<file path="src/rtl/age_issue_pkg.sv">
// Shared helpers for the age-ordered issue queue: index width and the
// packing of the upper-triangular age matrix into a flat vector.
package age_issue_pkg;

   function automatic int idx_width(input int depth);
      return (depth <= 2) ? 1 : $clog2(depth);
   endfunction

   // Only pairs i<j are stored; the lower triangle is the inverse.
   function automatic int age_bits(input int depth);
      return (depth * (depth - 1)) / 2;
   endfunction

   // Flat position of stored pair (i,j), i<j, row-major over the upper triangle.
   function automatic int tri_idx(input int i, input int j, input int depth);
      return i * depth - (i * (i + 1)) / 2 + (j - i - 1);
   endfunction

endpackage

</file>
<file path="src/rtl/age_oldest_sel.sv">
// Picks the oldest candidate: the one that is older than every other candidate.
module age_oldest_sel
   import age_issue_pkg::*;
#(
   parameter int DEPTH = 4
) (
   input  logic [DEPTH-1:0]       cand,
   input  logic [DEPTH*DEPTH-1:0] age_mat,
   output logic [DEPTH-1:0]       oldest,
   output logic                   any
);

   // a candidate drops out as soon as any other candidate is older than it
   always_comb begin
      oldest = '0;
      for (int i = 0; i < DEPTH; i++) begin
         oldest[i] = cand[i];
         for (int j = 0; j < DEPTH; j++) begin
            if (cand[j] && !age_mat[i*DEPTH+j]) oldest[i] = 1'b0;
         end
      end
   end

   assign any = |cand;

endmodule

</file>
<file path="src/rtl/age_issue_queue.sv">
// Age-ordered issue buffer: allocates into the lowest free slot, issues the
// oldest ready entry, and holds a presented entry fixed while stalled.
module age_issue_queue
   import age_issue_pkg::*;
#(
   parameter int DEPTH  = 4,
   parameter int DATA_W = 8,
   parameter int IDX_W  = idx_width(DEPTH)
) (
   input  logic              clk,
   input  logic              rst,
   input  logic              in_valid,
   output logic              in_ready,
   input  logic [DATA_W-1:0] in_data,
   input  logic              in_rdy,
   output logic [IDX_W-1:0]  in_idx,
   input  logic              wake_valid,
   input  logic [IDX_W-1:0]  wake_idx,
   output logic              out_valid,
   input  logic              out_ready,
   output logic [DATA_W-1:0] out_data,
   output logic [IDX_W-1:0]  out_idx,
   output logic [IDX_W:0]    count,
   output logic              full,
   output logic              empty
);

   typedef struct packed {
      logic              vld;
      logic              rdy;
      logic [DATA_W-1:0] data;
   } entry_t;

   localparam int AGE_W = age_bits(DEPTH);

   entry_t [DEPTH-1:0]     ent_q, ent_d;
   logic [AGE_W-1:0]       age_q, age_d;
   logic                   locked_q, locked_d;
   logic [IDX_W-1:0]       lock_idx_q, lock_idx_d;

   logic [DEPTH-1:0]       vld_vec, cand, oldest;
   logic                   any_cand, free_found;
   logic [DEPTH*DEPTH-1:0] age_mat;
   logic [IDX_W-1:0]       sel_idx, pres_idx, free_idx;
   logic [IDX_W:0]         occ;
   logic                   alloc_fire, issue_fire;

   // occupancy, candidate set and lowest free slot, all from registered state
   always_comb begin
      vld_vec    = '0;
      cand       = '0;
      occ        = '0;
      free_idx   = '0;
      free_found = 1'b0;
      for (int i = 0; i < DEPTH; i++) begin
         vld_vec[i] = ent_q[i].vld;
         cand[i]    = ent_q[i].vld & ent_q[i].rdy;
         occ        = occ + {{IDX_W{1'b0}}, ent_q[i].vld};
         if (!ent_q[i].vld && !free_found) begin
            free_idx   = IDX_W'(i);
            free_found = 1'b1;
         end
      end
   end

   // expand the stored upper triangle into the full matrix, diagonal set
   always_comb begin
      age_mat = '0;
      for (int i = 0; i < DEPTH; i++) begin
         for (int j = 0; j < DEPTH; j++) begin
            if (i == j)     age_mat[i*DEPTH+j] = 1'b1;
            else if (i < j) age_mat[i*DEPTH+j] = age_q[tri_idx(i, j, DEPTH)];
            else            age_mat[i*DEPTH+j] = ~age_q[tri_idx(j, i, DEPTH)];
         end
      end
   end

   age_oldest_sel #(.DEPTH(DEPTH)) u_sel (
      .cand    (cand),
      .age_mat (age_mat),
      .oldest  (oldest),
      .any     (any_cand)
   );

   // one-hot oldest to index
   always_comb begin
      sel_idx = '0;
      for (int i = 0; i < DEPTH; i++) begin
         if (oldest[i]) sel_idx = sel_idx | IDX_W'(i);
      end
   end

   assign pres_idx  = locked_q ? lock_idx_q : sel_idx;
   assign out_valid = locked_q | any_cand;
   assign out_idx   = out_valid ? pres_idx : '0;
   assign full      = &vld_vec;
   assign empty     = ~|vld_vec;
   assign in_ready  = ~full;
   assign in_idx    = free_idx;
   assign count     = occ;

   assign alloc_fire = in_valid & in_ready;
   assign issue_fire = out_valid & out_ready;

   // payload mux, zero while nothing is presented
   always_comb begin
      out_data = '0;
      for (int i = 0; i < DEPTH; i++) begin
         if (out_valid && out_idx == IDX_W'(i)) out_data = ent_q[i].data;
      end
   end

   // wake, allocate, issue and lock updates; issue clears last so it wins
   always_comb begin
      ent_d      = ent_q;
      age_d      = age_q;
      locked_d   = locked_q;
      lock_idx_d = lock_idx_q;
      for (int i = 0; i < DEPTH; i++) begin
         if (wake_valid && wake_idx == IDX_W'(i) && ent_q[i].vld) ent_d[i].rdy = 1'b1;
         if (alloc_fire && free_idx == IDX_W'(i)) begin
            ent_d[i].vld  = 1'b1;
            ent_d[i].rdy  = in_rdy;
            ent_d[i].data = in_data;
         end
         if (issue_fire && out_idx == IDX_W'(i)) begin
            ent_d[i].vld = 1'b0;
            ent_d[i].rdy = 1'b0;
         end
      end
      // newly allocated slot becomes younger than every other slot
      for (int i = 0; i < DEPTH; i++) begin
         for (int j = i + 1; j < DEPTH; j++) begin
            if (alloc_fire && free_idx == IDX_W'(j)) age_d[tri_idx(i, j, DEPTH)] = 1'b1;
            if (alloc_fire && free_idx == IDX_W'(i)) age_d[tri_idx(i, j, DEPTH)] = 1'b0;
         end
      end
      if (issue_fire) begin
         locked_d = 1'b0;
      end else if (out_valid) begin
         locked_d   = 1'b1;
         lock_idx_d = pres_idx;
      end
   end

   // state registers with synchronous reset
   always_ff @(posedge clk) begin
      if (rst) begin
         ent_q      <= '0;
         age_q      <= '0;
         locked_q   <= 1'b0;
         lock_idx_q <= '0;
      end else begin
         ent_q      <= ent_d;
         age_q      <= age_d;
         locked_q   <= locked_d;
         lock_idx_q <= lock_idx_d;
      end
   end

endmodule

</file>
<file path="config.mk">
export PLATFORM = sky130hd
export DESIGN_NAME = age_issue_queue
export DESIGN_NICKNAME = d
export VERILOG_FILES = /design/src/rtl/age_issue_pkg.sv /design/src/rtl/age_oldest_sel.sv /design/src/rtl/age_issue_queue.sv
export SDC_FILE = /design/constraint.sdc
export NUM_CORES = 1
export LEC_CHECK = 0
export CAP_MARGIN = 15
export CELL_PAD_IN_SITES_DETAIL_PLACEMENT = 0
export CELL_PAD_IN_SITES_GLOBAL_PLACEMENT = 2
export CORE_MARGIN = 2
export CORE_UTILIZATION = 33
export DETAILED_ROUTE_END_ITERATION = 12
export PLACE_DENSITY = 0.87
export SYNTH_ARGS = -nofsm -noshare
export SYNTH_HDL_FRONTEND = slang
export SYNTH_SLANG_ARGS = --single-unit
</file>
<file path="constraint.sdc">
create_clock -name clk -period 2.26 [get_ports clk]
set_input_delay 0.565 -clock clk [delete_from_list [all_inputs] [get_ports clk]]
set_output_delay 0.565 -clock clk [all_outputs]
set_load 0.005 [all_outputs]
</file>
==> results of run 1 <==
[per-layer routing]
metal  part of all wire (%)  routed length (µm)  track usage, %  up-vias
li1                       -                   -               -     1298
met1                     47                3970            25.3     1261
met2                     47                3980            33.0       66
met3                    3.4                 290            3.01       14
met4                    2.6                 216            5.85        0
met5                      0                   0               0        -
[sequential cells by signal (all words and copies together), names as in the netlist]
name,cells
locked_q,1
age_q,6
lock_idx_q,2
ent_q,40
[through the flow]
step / hold slack (ps) / std cells / util (%)
floorplan: 433 / 299 / -
global placement: 441 / 468 / 44.0
detailed placement: 448 / 468 / 44.0
CTS: 460 / 497 / 49.3
global route: 481 / 503 / 51.5
finish: 459 / 503 / 51.5
[power groups by stage]
stage / clock (mW) / combinational, mW / sequential (mW)
floorplan: 0 / 0.136 / 0.931
global placement: 0 / 0.276 / 0.934
detailed placement: 0 / 0.279 / 0.935
CTS: 0.583 / 0.326 / 0.914
global route: 0.615 / 0.381 / 0.920
finish: 0.571 / 0.356 / 0.916
[Yosys cell counts (all sizes together), types with 3 or more instances]
master and n:
clkbuf 7, and3 3, a32oi 8, a41oi 10, a311oi 4, nand3b 3
and3b 4, nor2 27, a21oi 22, ha 6, o21ai 9, a22oi 8
nand3 22, nor3 7, nand2 35, dfxtp 49, mux2i 16, buf 10
inv 21
[worst max-delay path by stage]
stage,startpoint,endpoint,slack (ps),depth (start not counted)
after global placement,ent_q[19]$_SDFFE_PP0P_,count[1],-290,6
after global routing,locked_q$_SDFFE_PP0N_,out_data[6],-490,9
after CTS,ent_q[9]$_SDFFE_PP0P_,out_data[5],-410,8
after floorplan,ent_q[9]$_SDFFE_PP0P_,out_data[5],100,5
after detailed placement,ent_q[19]$_SDFFE_PP0P_,count[1],-340,6
final,locked_q$_SDFFE_PP0N_,out_data[6],-380,9
[layout make-up]
class / count / area, µm²
tap: 102 / 128
clock inverter: 1 / 5.00
clock buffer: 7 / 96.3
sequential: 49 / 1000
multi-input combinational: 212 / 1600
fill: 709 / 3710
inverter: 21 / 81.3
timing repair buffer: 111 / 1030
[tightest hold or removal path: stages (launching register included)]
cell and delay [ps]:
dfxtp_1 320, nand2_1 50, a21oi_1 50
[cells by family (layout without fill, tap and decap cells)]
family / Yosys count / count (layout) / share of synthesized area, %
AOI/OAI and AO/OA: 76 / 76 / 22.6
adders and majority gates: 7 / 7 / 3.68
buffers and inverters: 38 / 140 / 6.72
DFF: 49 / 49 / 37.9
muxes: 17 / 17 / 6.62
and+or+nand+nor: 112 / 112 / 22.5
[what timing repair did]
item	in CTS	in global routing
endpoints found under the setup margin	18	18
setup buffers	19	7
gates resized for setup	88	48
gates cloned	3	0
pin swaps	14	14
hold endpoints to repair	0	0
==> flow_metrics.env, run 1 <==
export IMPL_max_cap_violations=0
export IMPL_detailedPlace_worstSlack_ps=-338
export IMPL_violations="setup timing"
export IMPL_hold_viol=0
export IMPL_die_width_um=92.6
export IMPL_place_hpwl_um=5480
export IMPL_crit_path_end_kind="output pin"
export IMPL_rsz0062_at_grt="yes"
export IMPL_clock_sinks=49
export IMPL_die_y_um=92.6
export IMPL_seq_power_share_pct=49.7
export IMPL_numPortBuffers=34
export IMPL_yosys_top_cells_area="dfxtp_1 38%, mux2i_1 6.2%, nand2_1 5.1%, a21oi_1 4.3%, nand3_1 4.1%"
export IMPL_hold_class="register to register"
export IMPL_total_power_mw=1.84
export IMPL_ir_drop_mv=0.240
export IMPL_ys_types=51
export IMPL_cts_tree="yes"
export IMPL_cp_required_ps=1690
export IMPL_cts_buffer_depth=2
export IMPL_setup_viol=13
export IMPL_overflow=0
export IMPL_critPathBufInv=5
export IMPL_grt_max_degree=28
export IMPL_grt_pass1_vias=2520
export IMPL_nNetsFinal=423
export IMPL_internal_power_mw=1.36
export IMPL_rr_worst_depth=9
export IMPL_finalCritPeriodShare_pct=117
export IMPL_detail_route_wl_per_cell_um=16.8
export IMPL_vias=2639
export IMPL_ctsHtreeMaxLevel=2
export IMPL_p_per_area_mw_per_mm2=468
export IMPL_grt_pass1_wl_um=12900
export IMPL_synth_edf_count=0
export IMPL_synth_nets=322
export IMPL_yosysTopAreaCell="dfxtp_1"
export IMPL_crit_chain="nand3b_1 -> o41ai_4 -> buf_4 -> buf_12 -> buf_12 -> buf_6 -> nand3_1 -> a32oi_1 -> buf_2"
export IMPL_finalSetupTns_ps=-3210
export IMPL_final_cell_mix="59 x buf_4, 40 x dfxtp_1, 33 x nand2_1"
export IMPL_syn2layout_area_growth_pct=52.2
export IMPL_combPwrFrac_pct=19.3
export IMPL_cp_arrival_ps=2080
export IMPL_insertion_delay_ps=310
export IMPL_row_count=32
export IMPL_hold_path_depth=2
export IMPL_switching_share_pct=26.1
export IMPL_cp_slowest_cell="o41ai_4"
export IMPL_totalWireLength_um=8460
export IMPL_yosys_warnings=0
export IMPL_avgSynthCellArea_um2=8.65
export IMPL_timing_final_ws_setup_ps=-381
export IMPL_placed_area_mm2=0.00337
export IMPL_grtUsageTotal_pct=19.4
export IMPL_clock_fmax_ghz=0.379
export IMPL_p_leak_nw=1.62
export IMPL_worstSetupStartpointType="register"
export IMPL_slowest_delay_ps=360
export IMPL_ys_ff_latch=49
export IMPL_core_mm2=0.00765
export IMPL_cts_root_buf="clkbuf_8"
export IMPL_ys_seq_area_share_pct=37.9
export IMPL_fin_skew_ps=9.10
export IMPL_drive_gt1_share_pct=38.4
export IMPL_crit_top_cell="buf_12"
export IMPL_critPathKind="register to output pin"
export IMPL_drcViolationCount=0
export IMPL_min_from="ent_q[25]$_SDFFE_PP0P_"
export IMPL_cts_buffers=5
export IMPL_critPathTopFamily="buffers and inverters"
export IMPL_critPathMaxFanout=3
export IMPL_synthCells=299
export IMPL_path_clk_slew_ps=90
export IMPL_antenna_found_initial=0
export IMPL_hold_buffers=0
export IMPL_r2r_start="ent_q[9]$_SDFFE_PP0P_"
export IMPL_io_pins=35
export IMPL_p_switching_mw=0.482
export IMPL_synthFlopType="dfxtp_1"
export IMPL_place_congestion=0.840
export IMPL_dr_pass1_iters=6
export IMPL_hold_path_endpoint="ent_q[25]$_SDFFE_PP0P_"
export IMPL_async_flop_share_pct=0
export IMPL_drtIter0Drc=134
export IMPL_slew_headroom_pct=62.8
export IMPL_synth_top_cell_area_share_pct=37.9
export IMPL_slew_viol_final=0
export IMPL_ff2ff_setup_slack_ps=210
export IMPL_r2r_end="ent_q[5]$_SDFFE_PP0P_"
export IMPL_final_common_cell="buf_4"
export IMPL_status="complete, but fails checks"
export IMPL_layout_min_cycle_time_ps=2640
export IMPL_design_area_mm2=0.00394
export IMPL_drtAntennaViolNets=0
export IMPL_num_antenna_cells=0
export IMPL_clkPwrFrac_pct=31.0
export IMPL_dieArea_mm2=0.00857
export IMPL_synth_area_mm2=0.00259
export IMPL_worst_slew_pin_slew_ps=558
export IMPL_viasPerCell=5.25
export IMPL_initial_core_util_pct=33.8
(Power assumes the default switching activity.)
==> run 2: changes to the inputs <==
CAP_MARGIN = not set   (was 15)
CORE_UTILIZATION = 30   (was 33)
PLACE_DENSITY = 0.81   (was 0.87)
==> run 2 against run 1 <==
- the run still ends with setup timing left
- cell area is 3.3% lower
- count of clock-buffer cells in the layout stayed put
- flip-flop and latch count stayed put
- sequential power hardly changed
- first-iteration DRC count is 41% higher
- clock skew is 3.1 ps lower
- cell count is 0.20% higher
- clock power is 15% higher
- power is 2.0% higher
- via count is 0.49% lower
- core utilization is 5.6 points lower
- largest power group unchanged
==> flow_metrics.env, run 2 (synthesis gave the netlist of run 1 again) <==
export IMPL_violations="setup timing"
export IMPL_busiest_layer="met2"
export IMPL_place_congestion=0.856
export IMPL_dieArea_mm2=0.00938
export IMPL_finalCritPeriodShare_pct=120
export IMPL_met3_usage_pct=3.18
export IMPL_drtIter0Drc=189
export IMPL_cts_buffers=5
export IMPL_crit_chain="buf_4 -> buf_6 -> a222oi_1 -> nand2_1 -> buf_6 -> buf_6 -> nand3_1 -> a32oi_1 -> buf_2"
export IMPL_critPathBufInv=5
export IMPL_worst_slew_pin_slew_ps=564
export IMPL_p_per_area_mw_per_mm2=494
export IMPL_layout_min_cycle_time_ps=2710
export IMPL_largestRegisters="ent_q (40), age_q (6), lock_idx_q (2)"
export IMPL_p_leak_nw=1.61
export IMPL_hold_viol=0
export IMPL_die_width_um=96.9
export IMPL_cts_buffer_depth=2
export IMPL_initial_core_util_pct=31.2
export IMPL_cp_slowest_cell="a222oi_1"
export IMPL_drive_gt1_share_pct=32.6
export IMPL_totalWireLength_um=8180
export IMPL_hold_buffers=0
export IMPL_cts_root_buf="clkbuf_8"
export IMPL_detail_route_wl_per_cell_um=16.2
export IMPL_insertion_delay_ps=300
export IMPL_final_cell_mix="55 x buf_4, 41 x dfxtp_1, 35 x nand2_1"
export IMPL_io_pins=35
export IMPL_critPathKind="register to output pin"
export IMPL_p_switching_mw=0.465
export IMPL_grtUsageMet2_pct=28.0
export IMPL_whs_ps=461
export IMPL_drtAntennaViolNets=0
export IMPL_met1_usage_pct=23.2
export IMPL_combPwrFrac_pct=16.5
export IMPL_max_cap_violations=0
export IMPL_cts_tree="yes"
export IMPL_grt_max_degree=28
export IMPL_switching_share_pct=24.7
export IMPL_slew_headroom_pct=62.4
export IMPL_drcViolationCount=0
export IMPL_slew_viol_final=0
export IMPL_grtUsageTotal_pct=17.2
export IMPL_cp_required_ps=1690
export IMPL_total_power_mw=1.88
export IMPL_status="complete, but fails checks"
export IMPL_final_util_pct=45.9
export IMPL_worstSetupStartpointType="register"
export IMPL_ir_drop_mv=0.281
export IMPL_hold_class="register to register"
export IMPL_slowest_delay_ps=440
export IMPL_fin_skew_ps=5.99
export IMPL_regMostFlops="ent_q"
export IMPL_design_area_mm2=0.00381
export IMPL_timing_final_ws_setup_ps=-449
export IMPL_core_mm2=0.00830
export IMPL_path_clk_slew_ps=90
export IMPL_rsz0062_at_grt="yes"
export IMPL_nNetsFinal=421
export IMPL_crit_top_cell="buf_6"
export IMPL_clock_sinks=49
export IMPL_clkPwrFrac_pct=34.9
export IMPL_dp_cells=473
export IMPL_place_hpwl_um=5570
export IMPL_largest_register_ffs=40
export IMPL_vias=2626
export IMPL_overflow=0
export IMPL_cp_arrival_ps=2140
export IMPL_syn2layout_area_growth_pct=47.1
export IMPL_setup_viol=14
export IMPL_final_common_cell="buf_4"
export IMPL_critPathMaxFanout=7
export IMPL_num_antenna_cells=0
export IMPL_seq_power_share_pct=48.6
export IMPL_row_count=33
export IMPL_ctsHtreeMaxLevel=2
export IMPL_placed_area_mm2=0.00340
export IMPL_viasPerCell=5.21
export IMPL_layoutNonFillerInstCount=504
export IMPL_dr_pass1_iters=5
export IMPL_antenna_found_initial=0
export IMPL_numPortBuffers=34
export IMPL_crit_path_end_kind="output pin"
export IMPL_critPathTopFamily="buffers and inverters"
export IMPL_grt_pass1_vias=2501
export IMPL_grt_pass1_wl_um=13200
export IMPL_internal_power_mw=1.41
export IMPL_clock_fmax_ghz=0.369
export IMPL_die_y_um=96.9
## run 2: cell count changes in the layout (fill, tap and decap cells not counted), sizes merged
cell,change
dlygate4sd2,+4
clkbuf,+2
dlymetal6s2s,-1
buf,-7
bufinv,+1
clkinv,-1
## run 2: per-stage QoR
step	setup TNS, ps	worst slack, ps
after global placement	-2510	-256
after detailed placement	-2800	-305
after floorplan	0	99.7
final	-4910	-449
after CTS	-4670	-477
after global routing	-6160	-556
## run 2: layout make-up
type	instances	area (µm²)
clock buffers	7	86.3
clock inverters	1	30.0
fillers	817	4490
inverters	21	81.3
multi-input cells	212	1500
flip-flops and latches	49	996
well taps	105	131
repair buffers	109	981
## run 2: power by group through the flow
stage               sequential [mW]  combinational (mW)  clock (mW)
floorplan                     0.931               0.136           0
global placement              0.932               0.281           0
detailed placement            0.933               0.282           0
CTS                           0.912               0.289       0.671
global route                  0.918               0.336       0.718
finish                        0.913               0.310       0.657
## run 2: worst min-delay path: stages, from the launching register on
cell and delay (ps):
dfxtp_1 320, nand2_1 50, a21oi_1 50
## run 2: per-layer routing
layer  routed length, µm  up-vias
li1                    -     1291
met1                3740     1237
met2                3840       78
met3                 397       20
met4                 202        0
met5                   0        -
## run 2: path summary, 6_finish.rpt
check	from	endpoint	slack, ps	depth (start not counted)
max	ent_q[39]$_SDFFE_PP0P_	out_data[6]	-450	9
min	ent_q[27]$_SDFFE_PP0P_	ent_q[27]$_SDFFE_PP0P_	460	2
max reg2reg	ent_q[39]$_SDFFE_PP0P_	ent_q[28]$_SDFFE_PP0P_	190	8
min reg2reg	ent_q[27]$_SDFFE_PP0P_	ent_q[27]$_SDFFE_PP0P_	460	2
## run 2: timing repair
item	in CTS	in global routing
cloned	1	0
setup buffers	13	10
endpoints found under the hold margin	0	0
endpoints found under the setup margin	18	17
pin swaps	12	11
gates resized for setup	72	27
